[src/rtl/i2s_pb_pkg.sv]
// Shared types and constants for the multi-channel I2S playback DMA FIFO.
package i2s_pb_pkg;

    typedef enum logic [1:0] {
        IDLE,
        REQ_BURST,
        REQ_SINGLE,
        XFER
    } pb_state_t;

    localparam logic [15:0] UNDERFLOW_CNT_MAX = 16'hFFFF;

    // Level must represent 0..DEPTH inclusive, hence one bit above the address width.
    function automatic int unsigned level_w(input int unsigned depth);
        return $clog2(depth) + 1;
    endfunction

endpackage

[src/rtl/i2s_pb_fifo_ram.sv]
// Simple dual-port frame store with registered read, intended for RAM inference.
module i2s_pb_fifo_ram #(
    parameter int unsigned DEPTH = 64,
    parameter int unsigned WIDTH = 48
) (
    input  logic                     clk,
    input  logic                     wr_en,
    input  logic [$clog2(DEPTH)-1:0] wr_addr,
    input  logic [WIDTH-1:0]         wr_data,
    input  logic                     rd_en,
    input  logic [$clog2(DEPTH)-1:0] rd_addr,
    output logic [WIDTH-1:0]         rd_data
);

    logic [WIDTH-1:0] mem [DEPTH];

    always_ff @(posedge clk) begin
        if (wr_en) begin
            mem[wr_addr] <= wr_data;
        end
        if (rd_en) begin
            rd_data <= mem[rd_addr];
        end
    end

endmodule

[src/rtl/i2s_playback_dma_fifo.sv]
// Playback buffer between HPS DMA requests and the I2S serialiser.
// Optional build macro: I2S_PB_UNDERFLOW_HOLD_EN (underflow reads repeat the last frame).
module i2s_playback_dma_fifo
    import i2s_pb_pkg::*;
#(
    parameter int unsigned CHANNELS = 2,
    parameter int unsigned SAMPLE_W = 24,
    parameter int unsigned DEPTH    = 64,
    parameter int unsigned BURST    = 8
) (
    input  logic                         clk,
    input  logic                         reset,
    input  logic                         dma_enable,
    output logic                         dma_req,
    output logic                         dma_single,
    input  logic                         dma_ack,
    input  logic [CHANNELS*SAMPLE_W-1:0] wr_data,
    input  logic                         wr_valid,
    output logic                         wr_ready,
    input  logic                         rd_req,
    output logic [CHANNELS*SAMPLE_W-1:0] rd_data,
    output logic                         rd_valid,
    output logic [$clog2(DEPTH):0]       level,
    output logic                         underflow,
    output logic [15:0]                  underflow_cnt
);

    localparam int unsigned FW = CHANNELS * SAMPLE_W;
    localparam int unsigned AW = $clog2(DEPTH);
    localparam int unsigned LW = level_w(DEPTH);
    localparam logic [LW-1:0] DEPTH_L = LW'(DEPTH);
    localparam logic [LW-1:0] BURST_L = LW'(BURST);
    localparam logic [LW-1:0] ONE_L   = LW'(1);

`ifdef I2S_PB_UNDERFLOW_HOLD_EN
    localparam bit HOLD_EN = 1'b1;
`else
    localparam bit HOLD_EN = 1'b0;
`endif

    pb_state_t     state;
    logic [AW-1:0] wr_ptr;
    logic [AW-1:0] rd_ptr;
    logic [LW-1:0] remaining;
    logic [LW-1:0] free;
    logic          en_q;
    logic          show_q;
    logic          wr_en;
    logic          pop;
    logic          under;
    logic          en_fall;
    logic [FW-1:0] ram_q;

    assign wr_ready = (level != DEPTH_L);
    assign wr_en    = wr_valid && wr_ready && dma_enable;
    assign pop      = rd_req && (level != '0);
    assign under    = rd_req && (level == '0);
    assign en_fall  = en_q && !dma_enable;
    assign free     = DEPTH_L - level;

    // The RAM output only advances on a pop, so it already holds the last frame;
    // show_q selects between that frame and mute.
    assign rd_data = show_q ? ram_q : '0;

    i2s_pb_fifo_ram #(
        .DEPTH (DEPTH),
        .WIDTH (FW)
    ) u_ram (
        .clk     (clk),
        .wr_en   (wr_en),
        .wr_addr (wr_ptr),
        .wr_data (wr_data),
        .rd_en   (pop),
        .rd_addr (rd_ptr),
        .rd_data (ram_q)
    );

    always_ff @(posedge clk) begin
        if (reset) begin
            level         <= '0;
            wr_ptr        <= '0;
            rd_ptr        <= '0;
            rd_valid      <= 1'b0;
            show_q        <= 1'b0;
            underflow     <= 1'b0;
            underflow_cnt <= '0;
            en_q          <= 1'b0;
        end else begin
            en_q     <= dma_enable;
            rd_valid <= rd_req;
            if (!dma_enable) begin
                level  <= '0;
                wr_ptr <= '0;
                rd_ptr <= '0;
            end else begin
                if (wr_en) begin
                    wr_ptr <= wr_ptr + AW'(1);
                end
                if (pop) begin
                    rd_ptr <= rd_ptr + AW'(1);
                end
                level <= level + LW'(wr_en) - LW'(pop);
            end
            if (pop) begin
                show_q <= 1'b1;
            end else if (under && !HOLD_EN) begin
                show_q <= 1'b0;
            end
            if (en_fall) begin
                underflow <= 1'b0;
            end else if (under) begin
                underflow <= 1'b1;
            end
            if (under && (underflow_cnt != UNDERFLOW_CNT_MAX)) begin
                underflow_cnt <= underflow_cnt + 16'd1;
            end
        end
    end

    always_ff @(posedge clk) begin
        if (reset || !dma_enable) begin
            state      <= IDLE;
            dma_req    <= 1'b0;
            dma_single <= 1'b0;
            remaining  <= '0;
        end else begin
            case (state)
                IDLE: begin
                    if (free >= BURST_L) begin
                        state   <= REQ_BURST;
                        dma_req <= 1'b1;
                    end else if (free != '0) begin
                        state      <= REQ_SINGLE;
                        dma_single <= 1'b1;
                    end
                end
                REQ_BURST: begin
                    if (dma_ack) begin
                        state     <= XFER;
                        dma_req   <= 1'b0;
                        remaining <= BURST_L;
                    end
                end
                REQ_SINGLE: begin
                    if (dma_ack) begin
                        state      <= XFER;
                        dma_single <= 1'b0;
                        remaining  <= ONE_L;
                    end
                end
                XFER: begin
                    if (wr_en) begin
                        remaining <= remaining - ONE_L;
                        if (remaining == ONE_L) begin
                            state <= IDLE;
                        end
                    end
                end
                default: state <= IDLE;
            endcase
        end
    end

endmodule
[config.mk]
export PLATFORM = sky130hd
export DESIGN_NAME = i2s_playback_dma_fifo
export DESIGN_NICKNAME = d
export VERILOG_FILES = /design/src/rtl/i2s_pb_pkg.sv /design/src/rtl/i2s_pb_fifo_ram.sv /design/src/rtl/i2s_playback_dma_fifo.sv
export SDC_FILE = /design/constraint.sdc
export NUM_CORES = 2
export LEC_CHECK = 0
export ABC_AREA = 0
export CAP_MARGIN = 20
export CORE_MARGIN = 1.5
export CORE_UTILIZATION = 41
export DETAILED_ROUTE_END_ITERATION = 12
export MAX_ROUTING_LAYER = met4
export PLACE_DENSITY_LB_ADDON = 0.2
export RECOVER_POWER = 50
export SLEW_MARGIN = 25
export SYNTH_ARGS = -nofsm -noshare
export SYNTH_HDL_FRONTEND = slang
export SYNTH_SLANG_ARGS = --single-unit
[constraint.sdc]
create_clock -name clk -period 6.5 [get_ports clk]
set_input_delay 0.975 -clock clk [delete_from_list [all_inputs] [get_ports clk]]
set_output_delay 0.975 -clock clk [all_outputs]
set_load 0.02 [all_outputs]
==> impl_metrics.yaml <==
status:
  status: "finished, violations left"
  failed_checks: "max-capacitance violations, max-slew violations"
synthesis:
  synth-xor-area-share_pct: 0.2236
  synth_top_area_share_pct: 77.14
  seq_area_frac_synth_pct: 77.96
  synth_cell_type_count: 59
  syn_nets: 5682
  yosysWarnings: 0
  synth_common_cells: "3120 x edfxtp_1, 640 x mux4_2, 302 x mux2i_1"
  synth_area_um2: 121500
  synth_adder_area_share_pct: 0.2328
  synth_top_flop_cell: "edfxtp_1"
  yosysTopAreaCell: "edfxtp_1"
  synth_most_common_cell: "edfxtp_1"
  synthSimpleGateAreaFrac_pct: 1.558
  netlist_top_cells_area: "edfxtp_1 77%, mux4_2 12%, mux2i_1 2.5%"
  synth_top_family_by_area: "multiplexers"
  syn_inst: 5606
  async_flop_share_pct: 0
  synth-compound-area-share_pct: 3.427
  avgSynthCellArea_um2: 21.66
  synth_edf_count: 3120
  synth-seq-cells: 3170
  muxShareOfSynthArea_pct: 15.14
clocking:
  clk_latency_ns: 0.94
  cts_resized: 0
  cts_tree: "yes"
  cts_root_buffer: "clkbuf_16"
  clk_path_buf_depth: 4
  holdBufCountCts: 0
  clkTransAtPathRegs_ns: 0.06
  clock-sinks: 3170
  cts_buffers: 335
  cts_setup_buffers: 0
  h-tree-depth: 5
drt:
  drc: 0
  drt_iter0_markers: 6907
  firstDrtPassIters: 6
  viasPerCell: 5.887
  wl_per_cell_um: 33.92
  routed-via-count: 59830
  wirelength_mm: 344.8
  antenna_left: 0
floorplan:
  fp-row-count: 199
  die_h_um: 547.3
  die_w_um: 547.3
  dieArea_um2: 299500
  start_util_pct: 41.27
  ios: 130
  coreArea_um2: 294300
timing:
  setup_viol: 0
  max_freq_ghz: 0.2083
  rsz0062_at_grt: "no"
  finalClockSkew_ns: 0.04104
  fin_crit_ns: 4.800
  maxSlewHeadroom_pct: -169.5
  setup_tns_ns: 0
  drv_slew: 3178
  fin_crit_sh_pct: 73.84
  tightest_slew_ns: 4.043
  finalHoldViolCount: 0
  setup_ws_ns: 1.700
hold_path:
  min_from: "dma_req"
  hp-class: "reg2reg"
setup_path:
  crit_path_start_kind: "register"
  critPathMaxFanout: 35
  worstSetupEndpointType: "register"
  ff2ff_path_depth: 10
  timing.rr.end: "rd_ptr[5]"
  r2r_start: "level[3]"
  crit_start: "level[3]"
  path_class: "reg2reg"
  cp.required_ns: 7.26
  rrSetupSlack_ns: 1.70
  critPathArrivalTime_ns: 5.56
  cp-endpoint: "rd_ptr[5]"
placed_design:
  hpwl_mm: 196.5
  portBuffers: 129
  gp_congestion: 0.8258
  place_ws_ns: 1.344
power_and_ir_drop:
  ir_drop_uv: 220.5
  p_leak_uw: 0.04153
  power-per-cell-area_nw_per_um2: 329.9
cells_and_area:
  drive_gt1_share_pct: 23.71
  syn_to_final_growth_pct: 14.53
  finalNetCount: 6049
  fillers: 24180
flow_run:
  maxCapViolCount: 50
grt:
  grt_first_pass_wirelength_mm: 478.5
  grt_util_all_layers_pct: 23.45
  grt_max_degree: 115
  grt_pass1_vias: 59530
  grt_overflow: 0
  antenna_found_initial: 16
-- kinds of logic after synthesis --
kind of cell,count (synthesis)
DFF,3170
muxes,1027
AOI/OAI and AO/OA,607
and+or+nand+nor,410
buffers and inverters,339
xor gates and xnor gates,31
adders and majority gates,22
-- worst min path at each step --
stage / to / slack [ns] / cells past startpoint
finish: dma_req / 0.49 / 2
global route: dma_req / 0.50 / 2
CTS: dma_req / 0.48 / 2
detailed placement: dma_req / 0.48 / 2
global placement: dma_req / 0.46 / 2
floorplan: state[0] / 0.48 / 2
-- report_power, final --
part           total [µW]  switching [µW]  internal (µW)
Combinational        4290            2510           1790
Clock               18600            7990          10600
Sequential          23000             244          22800
-- sequential cells by signal, summed over array words and instances (netlist names) --
register,flops
dma_single,1
en_q,1
state,2
remaining,7
u_ram.rd_data,48
underflow_cnt,16
dma_req,1
wr_ptr,6
show_q,1
rd_valid,1
rd_ptr,6
level,7
underflow,1
u_ram.mem,3072
-- critical path: stages, from the launching register on --
cell and delay (ns):
dfxtp_1 0.39, inv_1 0.11, ha_1 0.18, nor3b_1 0.22, a31oi_4 0.20, clkbuf_1 1.28
clkbuf_2 1.56, and3_1 0.34, nand3_1 0.10, xor2_1 0.17, nor2_1 0.05
-- metrics by stage --
| step | instances | total power, µW | instance area (µm²) | util [%] | hold slack [ns] |
|---|---|---|---|---|---|
| 4_1_cts | 10160 | 46260 | 139300 | 47.32 | 0.4837 |
| 3_3_place_gp | 9552 | 27780 | 128600 | 43.70 | 0.4575 |
| 6_report | 10160 | 45890 | 139100 | 47.26 | 0.4876 |
| 5_1_grt | 10160 | 47240 | 139100 | 47.26 | 0.5021 |
| 3_5_place_dp | 9554 | 27790 | 128700 | 43.71 | 0.4751 |
| 2_1_floorplan | 5606 | 26020 | 121500 | - | 0.4798 |
-- cell usage in the layout (no fill, tap or decap), types with 54 or more instances in the layout --
master,n
nor2_1,63
clkdlybuf4s50_1,57
mux4_2,640
o22ai_1,85
o21ai_0,64
a22oi_1,85
nand2_1,128
a211oi_1,54
o221ai_1,55
buf_4,118
buf_12,56
edfxtp_1,3120
clkbuf_1,122
a21oi_1,126
clkbuf_16,338
mux2i_1,302
mux2_2,85
clkinv_1,82
nor2_4,66
-- routing by layer --
layer | GRT usage (%) | up-vias | part of all wire [%]
met4 | 5.587 | 0 | 2.5
met2 | 36.73 | 2505 | 48
met5 | - | - | 0
li1 | - | 24340 | -
met3 | 2.922 | 454 | 6.8
met1 | 32.95 | 32540 | 42
-- layout make-up --
class                      count  area (µm²)  area share (%)
antenna                        7       17.52         0.01259
clock buffer                 412        8756           6.295
clock inverter               190        1849           1.329
sequential                  3170       94720           68.09
inverter                      25       93.84         0.06746
tap                         3919        4903           3.525
multi-input combinational   2097       25550           18.37
timing repair buffer         344        3213           2.310
Note: power is estimated with default switching activity, not from simulation.
